**config.mk**
```make
export PLATFORM = sky130hd
export DESIGN_NAME = preg_alloc_ctrl
export DESIGN_NICKNAME = d
export VERILOG_FILES = /design/src/rtl/preg_alloc_pkg.sv /design/src/rtl/release_fifo.sv /design/src/rtl/preg_alloc_ctrl.sv
export SDC_FILE = /design/constraint.sdc
export NUM_CORES = 1
export LEC_CHECK = 0
export CAP_MARGIN = 20
export CORE_ASPECT_RATIO = 2
export CORE_MARGIN = 4
export CORE_UTILIZATION = 48
export DETAILED_ROUTE_END_ITERATION = 12
export PLACE_DENSITY = 0.78
export SLEW_MARGIN = 20
export SYNTH_ARGS = -nofsm -noshare
export SYNTH_HDL_FRONTEND = slang
export SYNTH_HIERARCHICAL = 1
export SYNTH_SLANG_ARGS = --single-unit
```
**constraint.sdc**
```tcl
create_clock -name clk -period 4.23 [get_ports clk]
set_input_delay 0.846 -clock clk [delete_from_list [all_inputs] [get_ports clk]]
set_output_delay 0.846 -clock clk [all_outputs]
set_load 0.01 [all_outputs]
```
**src/rtl/preg_alloc_pkg.sv**
```systemverilog
// Shared definitions for the physical-register allocation controller.
`ifndef PHYS_REG_IDX_SZ
`define PHYS_REG_IDX_SZ 5
`endif

package preg_alloc_pkg;
    localparam int NUM_ALLOC = 2;
    localparam int REL_DEPTH = 4;
    localparam int PR_W      = `PHYS_REG_IDX_SZ + 1;

    typedef enum logic {
        INIT = 1'b0,
        RUN  = 1'b1
    } state_t;
endpackage

```
**src/rtl/release_fifo.sv**
```systemverilog
// Release FIFO: two ordered push ports (slot 0 first), one pop port.
// Occupancy counter drives full/ready. Pushes beyond capacity are dropped
// and latch the sticky overflow flag.
module release_fifo #(
    parameter int DEPTH = 4,
    parameter int W     = 6
) (
    input  logic              clk,
    input  logic              reset,
    input  logic [1:0]        i_push_en,
    input  logic [1:0][W-1:0] i_push_pr,
    input  logic              i_pop,
    output logic [W-1:0]      o_head,
    output logic              o_empty,
    output logic              o_ready,
    output logic              o_overflow
);
    import preg_alloc_pkg::*;

    localparam int PTR_W = (DEPTH > 1) ? $clog2(DEPTH) : 1;
    localparam int CNT_W = $clog2(DEPTH) + 1;

    logic [W-1:0]     r_mem [DEPTH];
    logic [PTR_W-1:0] r_wr_ptr;
    logic [PTR_W-1:0] r_rd_ptr;
    logic [CNT_W-1:0] r_count;
    logic             r_overflow;

    logic [CNT_W-1:0] w_space;
    logic             w_v0;
    logic             w_v1;
    logic             w_acc0;
    logic             w_acc1;
    logic             w_drop;
    logic             w_pop;
    logic [1:0]       w_n_push;
    logic [PTR_W-1:0] w_wr_ptr1;

    // Pointer advance with explicit wrap, valid for any DEPTH.
    function automatic logic [PTR_W-1:0] ptr_inc(input logic [PTR_W-1:0] p, input logic [1:0] n);
        logic [PTR_W+1:0] s;
        s = {2'b00, p} + {{PTR_W{1'b0}}, n};
        if (s >= (PTR_W+2)'(DEPTH)) begin
            s = s - (PTR_W+2)'(DEPTH);
        end else begin
            s = s;
        end
        return s[PTR_W-1:0];
    endfunction

    // Push acceptance: zero registers are ignored, slot 0 takes space first.
    always_comb begin
        w_space   = CNT_W'(DEPTH) - r_count;
        w_v0      = i_push_en[0] & (i_push_pr[0] != {W{1'b0}});
        w_v1      = i_push_en[1] & (i_push_pr[1] != {W{1'b0}});
        w_acc0    = w_v0 & (w_space >= CNT_W'(1));
        w_acc1    = w_v1 & (w_space >= (w_acc0 ? CNT_W'(2) : CNT_W'(1)));
        w_drop    = (w_v0 & ~w_acc0) | (w_v1 & ~w_acc1);
        w_pop     = i_pop & (r_count != {CNT_W{1'b0}});
        w_n_push  = {1'b0, w_acc0} + {1'b0, w_acc1};
        w_wr_ptr1 = ptr_inc(r_wr_ptr, {1'b0, w_acc0});
    end

    // Storage, pointers, occupancy and sticky overflow.
    always_ff @(posedge clk) begin
        if (reset) begin
            for (int i = 0; i < DEPTH; i++) begin
                r_mem[i] <= {W{1'b0}};
            end
            r_wr_ptr   <= {PTR_W{1'b0}};
            r_rd_ptr   <= {PTR_W{1'b0}};
            r_count    <= {CNT_W{1'b0}};
            r_overflow <= 1'b0;
        end else begin
            if (w_acc0) begin
                r_mem[r_wr_ptr] <= i_push_pr[0];
            end
            if (w_acc1) begin
                r_mem[w_wr_ptr1] <= i_push_pr[1];
            end
            r_wr_ptr <= ptr_inc(r_wr_ptr, w_n_push);
            if (w_pop) begin
                r_rd_ptr <= ptr_inc(r_rd_ptr, 2'd1);
            end
            r_count <= r_count + CNT_W'(w_n_push) - CNT_W'(w_pop);
            if (w_drop) begin
                r_overflow <= 1'b1;
            end
        end
    end

    assign o_head     = r_mem[r_rd_ptr];
    assign o_empty    = (r_count == {CNT_W{1'b0}});
    assign o_ready    = (w_space >= CNT_W'(2));
    assign o_overflow = r_overflow;
endmodule

```
**src/rtl/preg_alloc_ctrl.sv**
```systemverilog
// Physical-register allocation controller: two-entry prefetch buffer fed
// from the free list, in-order per-slot grants, and a release FIFO that
// drains retired registers back into the free list.
module preg_alloc_ctrl #(
    parameter int NUM_ALLOC = preg_alloc_pkg::NUM_ALLOC,
    parameter int REL_DEPTH = preg_alloc_pkg::REL_DEPTH
) (
    input  logic                                      clk,
    input  logic                                      reset,
    input  logic [NUM_ALLOC-1:0]                      alloc_req,
    output logic [NUM_ALLOC-1:0]                      alloc_gnt,
    output logic [NUM_ALLOC-1:0][`PHYS_REG_IDX_SZ:0]  alloc_pr,
    input  logic [NUM_ALLOC-1:0]                      release_en,
    input  logic [NUM_ALLOC-1:0][`PHYS_REG_IDX_SZ:0]  release_pr,
    output logic                                      release_ready,
    output logic                                      release_overflow,
    input  logic                                      fl_is_empty,
    input  logic [`PHYS_REG_IDX_SZ:0]                 fl_dequeue_pr,
    output logic                                      fl_dequeue_en,
    output logic                                      fl_enqueue_en,
    output logic [`PHYS_REG_IDX_SZ:0]                 fl_enqueue_pr,
    output logic [1:0]                                prefetch_cnt
);
    import preg_alloc_pkg::*;

    state_t          r_state;
    logic [PR_W-1:0] r_pf [2];
    logic [1:0]      r_pf_cnt;

    logic            w_run;
    logic            w_gnt0;
    logic            w_gnt1;
    logic [1:0]      w_avail1;
    logic [1:0]      w_n_gnt;
    logic [1:0]      w_remain;
    logic            w_deq;
    logic [PR_W-1:0] w_nxt0;
    logic [PR_W-1:0] w_nxt1;
    logic [PR_W-1:0] w_fifo_head;
    logic            w_fifo_empty;
    logic            w_enq;

    // In-order grants from the prefetch buffer and free-list refill request.
    always_comb begin
        w_run    = (r_state == RUN);
        w_gnt0   = w_run & alloc_req[0] & (r_pf_cnt >= 2'd1);
        w_avail1 = r_pf_cnt - {1'b0, w_gnt0};
        w_gnt1   = w_run & alloc_req[1] & (~alloc_req[0] | w_gnt0) & (w_avail1 >= 2'd1);
        w_n_gnt  = {1'b0, w_gnt0} + {1'b0, w_gnt1};
        w_remain = r_pf_cnt - w_n_gnt;
        // A zero head is never a real register, so it is not consumed.
        w_deq    = w_run & ~fl_is_empty & (fl_dequeue_pr != {PR_W{1'b0}}) & (w_remain < 2'd2);
    end

    // Next buffer contents: survivors shift to the front, refill at the tail.
    always_comb begin
        case (w_n_gnt)
            2'd0: begin
                w_nxt0 = r_pf[0];
                w_nxt1 = r_pf[1];
            end
            2'd1: begin
                w_nxt0 = r_pf[1];
                w_nxt1 = {PR_W{1'b0}};
            end
            default: begin
                w_nxt0 = {PR_W{1'b0}};
                w_nxt1 = {PR_W{1'b0}};
            end
        endcase
        if (w_deq && (w_remain == 2'd0)) begin
            w_nxt0 = fl_dequeue_pr;
        end else if (w_deq) begin
            w_nxt1 = fl_dequeue_pr;
        end else begin
            w_nxt1 = w_nxt1;
        end
    end

    // State machine (INIT for one cycle, then RUN) and prefetch buffer state.
    always_ff @(posedge clk) begin
        if (reset) begin
            r_state  <= INIT;
            r_pf[0]  <= {PR_W{1'b0}};
            r_pf[1]  <= {PR_W{1'b0}};
            r_pf_cnt <= 2'd0;
        end else begin
            case (r_state)
                INIT:    r_state <= RUN;
                RUN:     r_state <= RUN;
                default: r_state <= INIT;
            endcase
            r_pf[0]  <= w_nxt0;
            r_pf[1]  <= w_nxt1;
            r_pf_cnt <= w_remain + {1'b0, w_deq};
        end
    end

    assign w_enq = w_run & ~w_fifo_empty;

    release_fifo #(
        .DEPTH (REL_DEPTH),
        .W     (PR_W)
    ) u_release_fifo (
        .clk        (clk),
        .reset      (reset),
        .i_push_en  (release_en[1:0]),
        .i_push_pr  (release_pr[1:0]),
        .i_pop      (w_enq),
        .o_head     (w_fifo_head),
        .o_empty    (w_fifo_empty),
        .o_ready    (release_ready),
        .o_overflow (release_overflow)
    );

    assign alloc_gnt     = {w_gnt1, w_gnt0};
    assign alloc_pr[0]   = w_gnt0 ? r_pf[0] : {PR_W{1'b0}};
    assign alloc_pr[1]   = w_gnt1 ? (w_gnt0 ? r_pf[1] : r_pf[0]) : {PR_W{1'b0}};
    assign fl_dequeue_en = w_deq;
    assign fl_enqueue_en = w_enq;
    assign fl_enqueue_pr = w_fifo_head;
    assign prefetch_cnt  = r_pf_cnt;
endmodule

```
* Word level (Yosys, flattened, before mapping)
Memories as Yosys holds them, arrays and structs flattened. A register that Yosys moved wholly into a read port is not among the register bits. Cells that the tools add are included.
Word-level totals: memories kept 2, flip-flop bits (word level) 11, output and inout port bits 26, memory bits (writable) 36, word-level logic and storage cells 98
Operators by class: equal/unequal tests 1, multiplexer cells 31, reductions and logical operators 10, bitwise gates (word level) 25, add/subtract/negate cells 14, order comparisons 9
Memories:
- u_release_fifo.r_mem | words 4, bits a word 6, read ports 1, clocked after Yosys merged registers in 1, wr ports 4, line release_fifo.sv:23 | logic [W-1:0] r_mem [DEPTH];
- r_pf | words 2, bits a word 6, read ports 2, clocked after Yosys merged registers in 0, wr ports 2, line preg_alloc_ctrl.sv:27 | logic [PR_W-1:0] r_pf [2];
Operators with widths (count):
- two-way mux 6 bit | 11
- nonzero test 6 bit | 3
- bitwise AND 1 bit | 16
- two-way mux 2 bit | 8
- one-hot mux 6 bit (2 select lines) | 1
- OR reduction 6 bit | 2
- two-way mux 1 bit | 11
- >= comparator 3 bit, second input constant | 3
- subtractor 2 x 1 -> 2 bit, second input constant | 3
- NOT 1 bit | 5
- adder 1 x 1 -> 2 bit | 2
- >= comparator 2 x 1 -> 1 bit, second input constant | 2
- logical NOT 2 bit | 2
- bitwise OR 1 bit | 4
- adder 2 x 1 -> 3 bit | 1
- adder 2 x 1 -> 3 bit, second input constant | 1
- adder 2 x 2 -> 3 bit | 1
- adder 3 x 2 -> 3 bit | 1
- >= comparator 3 x 1 -> 1 bit, second input constant | 1
- >= comparator 3 x 2 -> 1 bit, second input constant | 1
- >= comparator 3 bit | 1
- logical NOT 3 bit | 1
- nonzero test 3 bit | 1
- subtractor 3 x 1 -> 3 bit | 1
- other kinds (7) | 7

* Depth between registers and ports, before layout
Gate-level depths: netlist of run 1.
depth after elaboration 12, depth in mapped cells 19, gate-level depth less buffers 19

* By module
The synthesis of run 1 kept the hierarchy.
Modules (own cells, without submodules):
- release_fifo | cells an instance 171, instances 1, area an instance 2047.0 um^2
- preg_alloc_ctrl | cells an instance 112, instances 1, area an instance 949.7 um^2

* Worst setup path after synthesis of run 1
OpenSTA, ideal clock, no wires.
path type reg-to-reg, start point register u_release_fifo.r_count[0], end point register u_release_fifo.r_count[2], clock period less this slack 4070 ps, slack 160 ps, cell stages (with the launch flop) 20, data arrival time 3942 ps, required time 4102 ps, cell sequence dfxtp_1 -> inv_1 -> ha_1 -> ha_1 -> nor4b_1 -> and3b_1 -> inv_1 -> ha_1 -> nand2b_1 -> a21oi_1 -> nor2_1 -> ha_1 -> inv_1 -> ha_1 -> inv_1 -> ha_1 -> inv_1 -> fa_1 -> xnor2_1 -> nor2_1
On the way: word-level cells in the longest chain between the ends 9, elaborated cells on any way between the ends 14, classes of those cells 4 x add/sub; 2 x order compare; 1 x mux; 5 x bitwise; 2 x reduce/logical
Ends and longest elaborated chain:
- from (decl) | line release_fifo.sv:26 | logic [CNT_W-1:0] r_count;
- from (signal assigned) | line release_fifo.sv:72 | r_count <= {CNT_W{1'b0}};
- from (signal assigned) | line release_fifo.sv:85 | r_count <= r_count + CNT_W'(w_n_push) - CNT_W'(w_pop);
- subtractor 3 bit | line release_fifo.sv:53 | w_space = CNT_W'(DEPTH) - r_count;
- >= comparator 3 x 1 -> 1 bit | line release_fifo.sv:56 | w_acc0 = w_v0 & (w_space >= CNT_W'(1));
- bitwise AND 1 bit | line release_fifo.sv:56
- two-way mux 2 bit | line release_fifo.sv:57 | w_acc1 = w_v1 & (w_space >= (w_acc0 ? CNT_W'(2) : CNT_W'(1)));
- >= comparator 3 bit | line release_fifo.sv:57
- bitwise AND 1 bit | line release_fifo.sv:57
- adder 1 x 1 -> 2 bit | line release_fifo.sv:60 | w_n_push = {1'b0, w_acc0} + {1'b0, w_acc1};
- adder 3 x 2 -> 3 bit | line release_fifo.sv:85
- subtractor 3 x 1 -> 3 bit * | line release_fifo.sv:85
Mark *: on every way between the ends. The rest lies on a longest branch, timed or not. A chain may end at the register's enable or synchronous reset.

* Worst setup path in the final report of run 1
start point input release_pr[3] (netlist name), end point register u_release_fifo.r_count[2]
On the way: word-level cells in the longest chain between the ends 9
Ends and longest elaborated chain:
- from (decl) | line preg_alloc_ctrl.sv:14 | input logic [NUM_ALLOC-1:0][`PHYS_REG_IDX_SZ:0] release_pr,
- nonzero test 6 bit * | line release_fifo.sv:54 | w_v0 = i_push_en[0] & (i_push_pr[0] != {W{1'b0}});
- bitwise AND 1 bit * | line release_fifo.sv:54
- bitwise AND 1 bit * | line release_fifo.sv:56
- two-way mux 2 bit | line release_fifo.sv:57
- >= comparator 3 bit | line release_fifo.sv:57
- bitwise AND 1 bit | line release_fifo.sv:57
- adder 1 x 1 -> 2 bit * | line release_fifo.sv:60
- adder 3 x 2 -> 3 bit * | line release_fifo.sv:85
- subtractor 3 x 1 -> 3 bit * | line release_fifo.sv:85
Marked as above.

==> metrics.md, run 1 <==
| Metric | Value |
|---|---|
| Outcome | `completed` |
| Cells taking the most area after synthesis | `edfxtp_1 (24%), dfxtp_1 (17%), mux2i_1 (11%)` |
| Syn nets | `325` |
| Largest net degree at the start of global routing | `27` |
| Total congestion overflow | `0` |
| Slew of the pin with the lowest slew margin | `approximately 1.1 ns` |
| Fin crit period | `~4 ns` |
| Placed Cells | `about 430` |
| Mean post-synth cell area | `around 11 µm²` |
| Ratio of final minimum period to clock period | `0.9449` |
| Cell taking the most area after synthesis | `edfxtp_1` |
| Diodes inserted | `0` |
| Clk_lat worst skew | `0.29 ns` |
| Leakage | `1.480 nW` |
| MaxCap Viol Count | `0` |
| Worst VDD drop | `0.0003489 V` |
| Pwr dens | `approximately 560 nW/µm²` |
| Post-synthesis cell type count | `43` |
| Hold Worst Slack | `roughly 0.48 ns` |
| Max clock buf depth | `2` |
| Num CTS Buffers | `5` |
| FMAX | `between 0.2 and 0.3 GHz` |
| Data arrival time of the critical path | `~4.2 ns` |
| Critical Path Sink Type | `register` |
| Ys async rst share | `0` |
| CTS tree | `yes` |
| Clock root buffer | `clkbuf_16` |
| Final wirelength | `about 7800 µm` |
| Vias post-DR | `between 2,000 and 2,500` |
| Layout cell share with drive strength beyond 1 | `0.1667` |
| Startpoint Class | `input pin` |
| RSZ-0062 raised after global routing | `false` |
| Fin cells | `roughly 440` |
| Total die area | `around 7600 µm²` |
| Final core occ | `0.6450` |
| GRT Total Usage | `0.2164` |
| Hold Buf Count CTS | `0` |
| #FFs+latches synth | `49` |
| YS warnings | `6` |
| Via/cell ratio | `5.473` |
| Detailed Routing Iterations Pass 1 | `4` |
| TNS Setup | `0 ns` |
| Max_slew headroom | `0.2739` |
| Vias in the first global route | `around 2,600` |
| Horiz. Die Dim | `63.87 µm` |
| Core Area | `around 6100 µm²` |
| Initial antenna violation count | `0` |
| Top cell type's share of synthesized area | `0.2405` |
| H-tree lvl count | `2` |
| Main synth FF type | `dfxtp_1` |
| Max stage delay on crit path | `approximately 0.49 ns` |
| Final Max Tran Viols | `0` |
| Final setup violation count | `0` |
| Clock Skews | `0.004631 ns` |
| Netlist Area Pre-Place | `2997 µm²` |
| Final Hold Fails | `0` |
| Syn Inst Count | `around 280` |
| Clock Sinks | `between 40 and 50` |
| Fin nets | `395` |
| Die height | `between 100 and 150 µm` |
| I/O pin count | `51` |
| Post-synth EDFFs | `24` |
| Register area share after synthesis | `0.4075` |
| IO Port Bufs | `50` |
| Slowest library cell on the worst path | `clkdlybuf4s50_1` |
| DRC | `0` |
| CP cell instances | `clkdlybuf4s50_1 -> nor4_4 -> nand2_1 -> and3b_1 -> inv_1 -> ha_1 -> nand2b_1 -> a21oi_1 -> nor2_1 -> ha_1 -> inv_1 -> ha_1 -> inv_1 -> ha_1 -> inv_1 -> fa_1 -> xnor2_1 -> nor2_1` |
| Wire length per cell | `between 15 and 20 µm` |
| Flop2flop setup slack | `between 0.3 and 0.4 ns` |
| Required time worst endpoint | `approximately 4.4 ns` |
| Clock-pin slew on the worst setup and hold paths | `0.07 ns` |
| Area Growth Syn to Fin | `30.36%` |
| Hpwl dp | `about 6100 µm` |
| Hold Crit Class | `reg2reg` |
| CP max FO | `2` |
| Gpl congestion | `1.033` |
| First-pass GRT wire length | `between 10,000 and 15,000 µm` |
| Initial DRC count | `roughly 140` |
| Crit path kind | `in2reg` |
| Dominant cell by count in the synthesized netlist | `nand2_1` |
| Most frequent cells after synthesis | `nand2_1 (41), mux2i_1 (32), dfxtp_1 (25), edfxtp_1 (24), inv_1 (19)` |
| Initial core utilization | `0.4948` |
| Post-route ant nets | `0` |
| Row count | `40` |
[path summary, 6_finish.rpt]
check / cells past startpoint / start / end
setup / recovery: 18 / release_pr[3] / u_release_fifo/r_count[2]$_SDFF_PP0_
hold reg to reg: 2 / r_pf[0][6]$_SDFF_PP0_ / r_pf[0][6]$_SDFF_PP0_
setup reg to reg: 19 / u_release_fifo/r_count[0]$_SDFF_PP0_ / u_release_fifo/r_count[2]$_SDFF_PP0_
hold / removal: 2 / r_pf[0][6]$_SDFF_PP0_ / r_pf[0][6]$_SDFF_PP0_
[cell families (layout without fill, tap and decap cells)]
group                    Yosys count  after routing  share of synthesized area
XOR/XNOR                          10             10                    0.03466
multiplexers                      42             42                     0.1670
flip-flops                        49             49                     0.4075
adder cells (fa/ha/maj)           17             17                    0.07349
buffers and inverters             30            101                    0.04301
AND/OR/NAND/NOR                  109            109                     0.2000
AO/OA/AOI/OAI                     26             26                    0.07432
[state kept, by name (all words and copies together) (netlist names), named ones only]
register,cells
u_release_fifo/r_mem,24
r_pf,12
r_state,1
u_release_fifo/o_overflow,1
u_release_fifo/r_count,3
u_release_fifo/r_rd_ptr,2
u_release_fifo/r_wr_ptr,2
prefetch_cnt,2
[cell usage in the layout (no fill, tap or decap), drive strengths merged, types with 7 or more instances in the layout]
cell type,Yosys,final
xnor2,7,7
buf,4,24
a21oi,8,8
edfxtp,24,24
nor2b,9,9
inv,19,20
mux2i,32,32
clkdlybuf4s50,0,49
nand3,14,14
nand2,41,41
ha,16,16
nand3b,7,7
nor2,12,12
dfxtp,25,25
[cell type report]
cell class	instances	area [µm²]
well taps	84	105.1
clock inverters	3	26.28
clock buffers	5	125.1
fillers	488	2150
multi-input cells	204	1674
flip-flops and latches	49	1221
repair buffers	74	683.2
inverters	19	71.32
[layer usage]
| metal | vias to the layer above | share of wire | GRT usage |
|---|---|---|---|
| met5 | - | 0 | 0 |
| met1 | 1145 | 0.33 | 0.1894 |
| met4 | 0 | 0.036 | 0.1218 |
| met3 | 24 | 0.042 | 0.04213 |
| met2 | 85 | 0.59 | 0.4303 |
| li1 | 1143 | - | - |
[report_power, final]
| group | switching (W) | internal, W |
|---|---|---|
| clock | 0.000188 | 0.000223 |
| sequential | 0.0000793 | 0.000632 |
| combinational | 0.000534 | 0.000540 |
[what timing repair did]
action,CTS,global route
buffers inserted,0,1
endpoints found under the setup margin,0,3
resized for setup,0,5
[metrics by stage]
stage,instance area [µm²],power (W),worst slack [ns]
6_report,3906,0.002196,0.2330
5_1_grt,3906,0.002338,0.02378
4_1_cts,3869,0.002200,0.04512
3_5_place_dp,3717,0.001769,-0.1179
3_3_place_gp,3717,0.001739,0.02070
2_1_floorplan,2997,0.001366,0.1600
[critical path, delay by kind of cell]
| kind | cells | cell delay [ns] |
|---|---|---|
| fa+ha+maj | 5 | 1.28 |
| simple gates | 6 | 0.94 |
| buf+inv | 5 | 0.73 |
| compound gates | 1 | 0.21 |
| xor+xnor | 1 | 0.19 |
Note: power is estimated with default switching activity, not from simulation.
==> run 2, diff against run 1 <==
--- a/config.mk
+++ b/config.mk
@@ -6,7 +6,7 @@
 export NUM_CORES = 1
 export LEC_CHECK = 0
 export CAP_MARGIN = 20
-export CORE_ASPECT_RATIO = 2
+export CORE_ASPECT_RATIO = 0.75
 export CORE_MARGIN = 4
 export CORE_UTILIZATION = 48
 export DETAILED_ROUTE_END_ITERATION = 12
==> run 2 against run 1 <==
Against the previous run:
- sequential power about the same
- clock power decreased by 30%
- largest cell class unchanged
- worst setup slack got worse by 0.043 ns
==> metrics.md, run 2 (synthesis gave the netlist of run 1 again) <==
| Metric | Value |
|---|---|
| Slew of the pin with the lowest slew margin | `1.060 ns` |
| Row count | `24` |
| I/O pin count | `between 50 and 60` |
| Max stage delay on crit path | `slightly above 0.5 ns` |
| Leakage | `1.455 nW` |
| R2r startpoint | `u_release_fifo/r_count[0]$_SDFF_PP0_` |
| Top Registers | `u_release_fifo/r_mem: 24 flops, r_pf: 12 flops, u_release_fifo/r_count: 3 flops` |
| Clock root buffer | `clkbuf_8` |
| Vias post-DR | `approximately 2,300` |
| Final Worst Setup Slack | `~0.19 ns` |
| Gpl congestion | `approximately 0.9` |
| Outcome | `completed` |
| Slowest library cell on the worst path | `clkdlybuf4s50_1` |
| Final core occ | `0.6471` |
| Area Growth Syn to Fin | `28.39%` |
| Initial core utilization | `0.5040` |
| IO Port Bufs | `50` |
| GRT Total Usage | `0.1930` |
| Fin crit period | `around 4 ns` |
| Fin nets | `396` |
| Startpoint Class | `input pin` |
| Hpwl dp | `~5600 µm` |
| First-pass GRT wire length | `11,680 µm` |
| H-tree lvl count | `2` |
| Most frequent cells in the layout | `clkdlybuf4s50_1 (49), nand2_1 (41), mux2i_1 (32), buf_4 (25), dfxtp_1 (25)` |
| Initial DRC count | `around 180` |
| Hold Crit Class | `reg2reg` |
| Diodes inserted | `0` |
| Clock Sinks | `49` |
| Required time worst endpoint | `about 4.4 ns` |
| CP cell instances | `clkdlybuf4s50_1 -> nor4_4 -> nand2_1 -> and3b_1 -> inv_1 -> ha_1 -> nand2b_1 -> a21oi_1 -> nor2_1 -> ha_1 -> inv_1 -> ha_1 -> inv_1 -> ha_1 -> inv_1 -> fa_1 -> xnor2_1 -> nor2_1` |
| Final Max Tran Viols | `0` |
| Post-route ant nets | `0` |
| Min-delay src | `r_pf[0][11]$_SDFF_PP0_` |
| Initial antenna violation count | `0` |
| Data arrival time of the critical path | `~4.2 ns` |
| Ratio of final minimum period to clock period | `0.9550` |
| Pwr dens | `535.7 nW/µm²` |
| Flop2flop setup slack | `0.38 ns` |
| FF-to-FF path depth | `19` |
| Final wirelength | `about 7200 µm` |
| Clk_lat worst skew | `~0.31 ns` |
| Max clock buf depth | `2` |
| Sw frac | `0.3711` |
| Design Power | `just over 0.002 W` |
| Hold path cells | `2` |
| Register area | `1221 µm²` |
| Hold Buf Count CTS | `0` |
| Max reg flops | `24` |
| Horiz. Die Dim | `99.24 µm` |
| Clock Power Share | `0.139` |
| MaxCap Viol Count | `0` |
| Post-DP Area | `roughly 3700 µm²` |
| Comb power frac | `0.517` |
| Die height | `76.43 µm` |
| Crit path kind | `in2reg` |
| Total congestion overflow | `0` |
| P_int | `0.001296 W` |
| CTS tree | `yes` |
| Num CTS Buffers | `5` |
| Clock-pin slew on the worst setup and hold paths | `0.10 ns` |
| Max_slew headroom | `0.2909` |
| Core Area | `a little under 6000 µm²` |
| CP max FO | `5` |
| Detailed Routing Iterations Pass 1 | `5` |
| Via/cell ratio | `approximately 5.3` |
| Vias in the first global route | `around 2,300` |
| Critical Path Sink Type | `register` |
| Most common cell after layout, fill and taps aside | `clkdlybuf4s50_1` |
| Pre-CTS WS | `-0.3299 ns` |
| Wire length per cell | `16.55 µm` |
| Clock Skews | `0.01480 ns` |
| Endpoint, Worst Hold | `r_pf[0][11]$_SDFF_PP0_` |
| Final setup violation count | `0` |
| Largest net degree at the start of global routing | `19` |
| DRC | `0` |
| Multi-input gate area | `about 1700 µm²` |
| Total die area | `between 7000 and 8000 µm²` |
| Worst VDD drop | `around 0.0004 V` |
| Final Hold Fails | `0` |
| Flop pwr share | `0.345` |
| Post-route cell area | `3847 µm²` |
| Top reg by flops | `u_release_fifo/r_mem` |
| Layout fillers | `approximately 480` |
| FMAX | `around 0.25 GHz` |
| FF-to-FF End | `u_release_fifo/r_count[2]$_SDFF_PP0_` |
| Layout cell share with drive strength beyond 1 | `0.1718` |
| NetSw | `~0.00076 W` |
[run 2: changes by cell type in the layout (fill, tap and decap cells not counted), sizes merged]
cell,delta
clkinv,+3
clkinvlp,-2
buf,+1
dlygate4sd2,+1
dlymetal6s2s,-1
inv,-1
[run 2: stage by stage]
step | setup TNS, ns | hold WS, ns | cells
after floorplan | 0 | 0.4481 | 283
after global placement | -0.3712 | 0.4694 | 424
after detailed placement | -0.6753 | 0.4790 | 424
after CTS | 0 | 0.4942 | 432
after global routing | -0.03362 | 0.5109 | 433
final | 0 | 0.4919 | 433
[run 2: critical path: cells and delay by family]
family / cells / cell delay, ns
simple gates: 6 / 0.97
xor+xnor: 1 / 0.17
fa+ha+maj: 5 / 1.29
compound gates: 1 / 0.23
buf+inv: 5 / 0.75
[run 2: timing repair]
action | in CTS | in global routing
gates cloned | 0 | 0
setup buffers | 0 | 1
setup endpoints to repair | 2 | 2
gates resized for setup | 3 | 2
pin swaps | 0 | 1
[run 2: per-layer routing]
layer | track usage | vias to the layer above | part of all wire
li1 | - | 1144 | -
met1 | 0.2761 | 1084 | 0.47
met5 | 0 | - | 0
met3 | 0.03843 | 4 | 0.061
met4 | 0.04775 | 0 | 0.0054
met2 | 0.2989 | 77 | 0.46
[run 2: how the worst max path moves through the flow]
stage | endpoint | slack [ns] | from
after global routing | u_release_fifo/r_count[2]$_SDFF_PP0_ | -0.03 | release_pr[2]
after CTS | u_release_fifo/r_count[2]$_SDFF_PP0_ | 0.13 | release_pr[3]
final | u_release_fifo/r_count[2]$_SDFF_PP0_ | 0.19 | release_pr[2]
after global placement | u_release_fifo/r_count[2]$_SDFF_PP0_ | -0.18 | release_pr[3]
after detailed placement | u_release_fifo/r_count[2]$_SDFF_PP0_ | -0.33 | release_pr[3]
after floorplan | u_release_fifo/r_count[2]$_SDFF_PP0_ | 0.16 | u_release_fifo/r_count[0]$_SDFF_PP0_
[run 2: power by group through the flow]
stage / clock network (W) / registers (W) / logic [W]
2_1_floorplan: 0 / 0.000686 / 0.000680
3_3_place_gp: 0 / 0.000715 / 0.00101
3_5_place_dp: 0 / 0.000724 / 0.00105
4_1_cts: 0.000293 / 0.000713 / 0.00105
5_1_grt: 0.000316 / 0.000726 / 0.00118
6_report: 0.000286 / 0.000710 / 0.00107
[run 2: area by class of cell]
class,count,area share
flip-flops and latches,49,0.3174
clock buffers,5,0.01789
well taps,78,0.02537
repair buffers,75,0.1785
inverters,19,0.01854
clock inverters,3,0.005854
multi-input cells,204,0.4364
==> patch 1, RTL diff (config.mk and constraints of run 2) <==
Set the package constant `REL_DEPTH` to 2 (it was 4).
--- a/src/rtl/preg_alloc_pkg.sv
+++ b/src/rtl/preg_alloc_pkg.sv
@@ -6,5 +6,5 @@
 package preg_alloc_pkg;
     localparam int NUM_ALLOC = 2;
-    localparam int REL_DEPTH = 4;
+    localparam int REL_DEPTH = 2;
     localparam int PR_W      = `PHYS_REG_IDX_SZ + 1;
 
Formal check against the unedited RTL: not equivalent (a bounded check fails within 4 cycles, from zero or initial values and one cycle with reset high).
==> patch 1 against run 2 <==
Sequential cell count down 16. Register-to-register slack better by 0.71 ns. Routed wire length down 35%. Final area down 28%. Global-route usage down 1.4 points. Total power down 31%. Worst setup slack better by 0.13 ns. Synthesized area down 32%. Sequential power down 34%. Largest cell class unchanged. Largest power group unchanged.
==> patch 1: results <==
outcome:
  run_status: "finished clean"
cts:
  clock_path_buffers: 2
  post-cts-setup-buffers: 0
  clock_latency_ns: 0.28
  path_clk_slew_ns: 0.07
  post_cts_resized: 2
detailed_routing:
  vias: 1717
  drtPass1Iterations: 4
  wl_per_cell_um: 14.21
  drt_first_iter_violations: 125
placement:
  io_buffers: 50
  gp_congestion: 0.8752
  place_ws_ns: -0.08914
  dpl.cell_count: 322
  dp_hpwl_mm: 3.613
global_routing:
  grt_pass1_vias: 1601
  grt_util_all_layers_pct: 17.92
  grt_max_degree: 21
  grt_pass1_wl_mm: 7.645
logic_synthesis:
  synth_area_leaders: "dfxtp_1 21%, edfxtp_1 18%, nand2_1 8.2%"
  yosysSeqAreaShare_pct: 38.10
  yosysUniqueCellTypes: 39
  synth_nets: 253
  synth_edf_count: 12
  synthCells: 217
  synth_commonest_cells: "45 x nand2_1, 21 x dfxtp_1, 12 x edfxtp_1, 12 x inv_1, 12 x mux2i_1"
critical_path:
  reg2reg_depth: 17
  critical_path_peak_fanout: 3
  arrival_ns: 3.07
sta:
  worst_pin_slew_ns: 0.7089
  clock_skew_ns: 0.007221
cells_and_area:
  final_cells: 330
  drive_above_1_share_pct: 11.64
  reg.largest.list: "r_pf (12), u_release_fifo/r_mem (12)"
  final_nets: 310
power:
  p_leak_nw: 1.045
  p_int_mw: 0.9484
  worst_ir_drop_vdd_mv: 0.3884
-- patch 1: changes by cell type in the layout (fill, tap and decap cells not counted), sizes merged, moves of 4 or more --
cell / run 2 / this run
mux2i: 32 / 12
buf: 25 / 9
nand3: 14 / 0
edfxtp: 24 / 12
o21ai: 0 / 8
inv: 19 / 12
a22o: 0 / 6
mux4: 6 / 0
ha: 16 / 11
dfxtp: 25 / 21
nand2: 41 / 45
nor4: 6 / 2
-- patch 1: logic make-up (layout without fill, tap and decap cells) --
group | Yosys count | after routing | synth area share [%]
AO/OA/AOI/OAI | 43 | 43 | 17.03
multiplexers | 18 | 18 | 9.158
adder cells (fa/ha/maj) | 11 | 11 | 6.715
buffers and inverters | 21 | 79 | 4.273
flip-flops | 33 | 33 | 38.10
XOR/XNOR | 7 | 7 | 3.785
AND/OR/NAND/NOR | 84 | 84 | 20.94
-- patch 1: area by class of cell --
type	count	area (µm²)
timing repair buffer	59	566.8
tap	55	68.82
clock buffer	7	86.33
inverter	12	45.04
multi-input combinational	163	1192
clock inverter	1	30.03
sequential	33	780.7
fill	330	1309
-- patch 1: worst max-delay path: stages --
cell	delay [ns]
clkdlybuf4s50_1	0.48
nor2b_1	0.05
o211ai_1	0.26
inv_1	0.13
ha_1	0.24
xor3_2	0.39
nor4bb_2	0.34
dlygate4sd2_1	0.31
-- patch 1: routing by layer --
metal	global-route usage, %	up-vias	wire length [µm]	part of all wire (%)
li1	-	869	-	-
met1	24.23	787	2228	48
met2	27.40	57	2067	44
met3	4.574	4	329	7.0
met4	7.430	0	63	1.3
met5	0	-	0	0
-- patch 1: worst paths after layout --
path	from	end	slack, ns
setup / recovery	alloc_req[0]	fl_dequeue_en	0.32
hold / removal	r_pf[0][11]	r_pf[0][11]	0.49
setup reg to reg	u_release_fifo/r_count[0]	u_release_fifo/r_count[1]	1.09
hold reg to reg	r_pf[0][11]	r_pf[0][11]	0.49
-- patch 1: power by group through the flow --
stage | combinational (mW) | sequential, mW | clock [mW]
floorplan | 0.412 | 0.457 | 0
global placement | 0.629 | 0.474 | 0
detailed placement | 0.641 | 0.476 | 0
CTS | 0.646 | 0.468 | 0.311
global route | 0.718 | 0.479 | 0.326
finish | 0.643 | 0.470 | 0.301
-- patch 1: per-stage QoR --
step           hold WS [ns]   TNS, ns  area (µm²)  total power [mW]
2_1_floorplan        0.4481         0        2049            0.8696
3_5_place_dp         0.4795  -0.08914        2644             1.117
6_report             0.4856         0        2770             1.414
5_1_grt              0.5236         0        2770             1.524
3_3_place_gp         0.4697         0        2644             1.103
4_1_cts              0.4897         0        2765             1.426
==> patch 2, RTL diff (config.mk and constraints of run 2) <==
Without the edit above. Register the output `release_overflow`; this adds one clock of latency there. The other outputs are not delayed to match.
--- a/src/rtl/preg_alloc_ctrl.sv
+++ b/src/rtl/preg_alloc_ctrl.sv
@@ -23,4 +23,6 @@
 );
     import preg_alloc_pkg::*;
+
+    logic release_overflow_d;
 
     state_t          r_state;
@@ -111,5 +113,5 @@
         .o_empty    (w_fifo_empty),
         .o_ready    (release_ready),
-        .o_overflow (release_overflow)
+        .o_overflow (release_overflow_d)
     );
 
@@ -121,4 +123,8 @@
     assign fl_enqueue_pr = w_fifo_head;
     assign prefetch_cnt  = r_pf_cnt;
+    always_ff @(posedge clk) begin
+        release_overflow <= release_overflow_d;
+    end
+
 endmodule
 
Function: changed (Yosys sat finds a counterexample within 4 cycles, from zero or initial values and one cycle with reset high).
==> patch 2 against run 2 <==
Sequential cell count rose by 1. Routed wire length rose by 0.61%. Synthesized area rose by 0.67%. Total power increased by 3.7%. Sequential power rose by 2%. Clock power increased by 23%. Worst setup slack improved by 0.055 ns. Clock skew is 0.0064 ns lower. Final area rose by 0.85%.
==> patch 2: results <==
outcome:
  run_status: "finished clean"
logic_synthesis:
  synth.avg_cell_area_um2: 10.62
  yosysSeqAreaShare_pct: 41.14
  synth_nets: 326
  synth_area_leaders: "edfxtp_1 24%, dfxtp_1 17%, mux2i_1 11%"
cells_and_area:
  final_nets: 395
  drive_above_1_share_pct: 16.95
  largest_reg_flops: 24
  final_cells: 432
global_routing:
  grt_max_degree: 22
  grt_pass1_wl_mm: 11.89
  met3_usage_pct: 4.080
  grt_util_all_layers_pct: 19.62
  use_met1_pct: 27.70
placement:
  dpl.cell_count: 423
  gp_congestion: 0.8815
  dp_hpwl_mm: 5.444
  place_area_mm2: 0.003722
detailed_routing:
  drt_first_iter_violations: 208
  wl_per_cell_um: 16.69
  vias: 2405
  drtPass1Iterations: 4
sta:
  clock_skew_ns: 0.008404
  maxSlewHeadroom_pct: 51.78
critical_path:
  arrival_ns: 4.18
power:
  p_leak_nw: 1.475
  worst_ir_drop_vdd_mv: 0.4409
[patch 2: cell types whose count changed after synthesis, sizes merged]
cell	change
dfxtp	+1
[patch 2: cell families after synthesis]
| family | after synthesis | share of synthesized area (%) |
|---|---|---|
| AOI/OAI and AO/OA | 26 | 7.383 |
| buffers and inverters | 30 | 4.272 |
| DFF | 50 | 41.14 |
| xor gates and xnor gates | 10 | 3.443 |
| and+or+nand+nor | 109 | 19.87 |
| muxes | 42 | 16.59 |
| adders and majority gates | 17 | 7.300 |
[patch 2: what timing repair did]
action                     4_1_cts  5_1_grt
gates resized for setup          2        4
pin swaps                        0        1
setup endpoints to repair        2        3
buffers inserted                 0        0
[patch 2: report_power, final]
group	switching [mW]	total [mW]	leakage, nW	internal (mW)
logic	0.518	1.06	0.953	0.544
registers	0.0792	0.723	0.463	0.644
clock network	0.173	0.353	0.0591	0.181
[patch 2: layer usage]
metal,vias to the layer above,part of all wire [%]
met5,-,0
met4,0,1.2
met3,10,6.5
met2,92,46
met1,1152,46
li1,1151,-
[patch 2: path summary, 6_finish.rpt]
kind / startpoint / end / slack [ns] / depth (start not counted)
worst max-delay path: release_pr[2] / u_release_fifo/r_count[2] / 0.25 / 18
worst min-delay path: u_release_fifo/o_overflow / release_overflow / 0.36 / 0
worst max register to register: u_release_fifo/r_count[0] / u_release_fifo/r_count[2] / 0.48 / 19
worst min register to register: u_release_fifo/o_overflow / release_overflow / 0.36 / 0
[patch 2: area by class of cell]
| type | count | area, µm² |
|---|---|---|
| Sequential cell | 50 | 1241 |
| Inverter | 19 | 71.32 |
| Tap cell | 78 | 97.59 |
| Timing Repair Buffer | 73 | 673.1 |
| Clock inverter | 3 | 47.55 |
| Fill cell | 479 | 2066 |
| Multi-Input combinational cell | 204 | 1680 |
| Clock buffer | 5 | 68.82 |
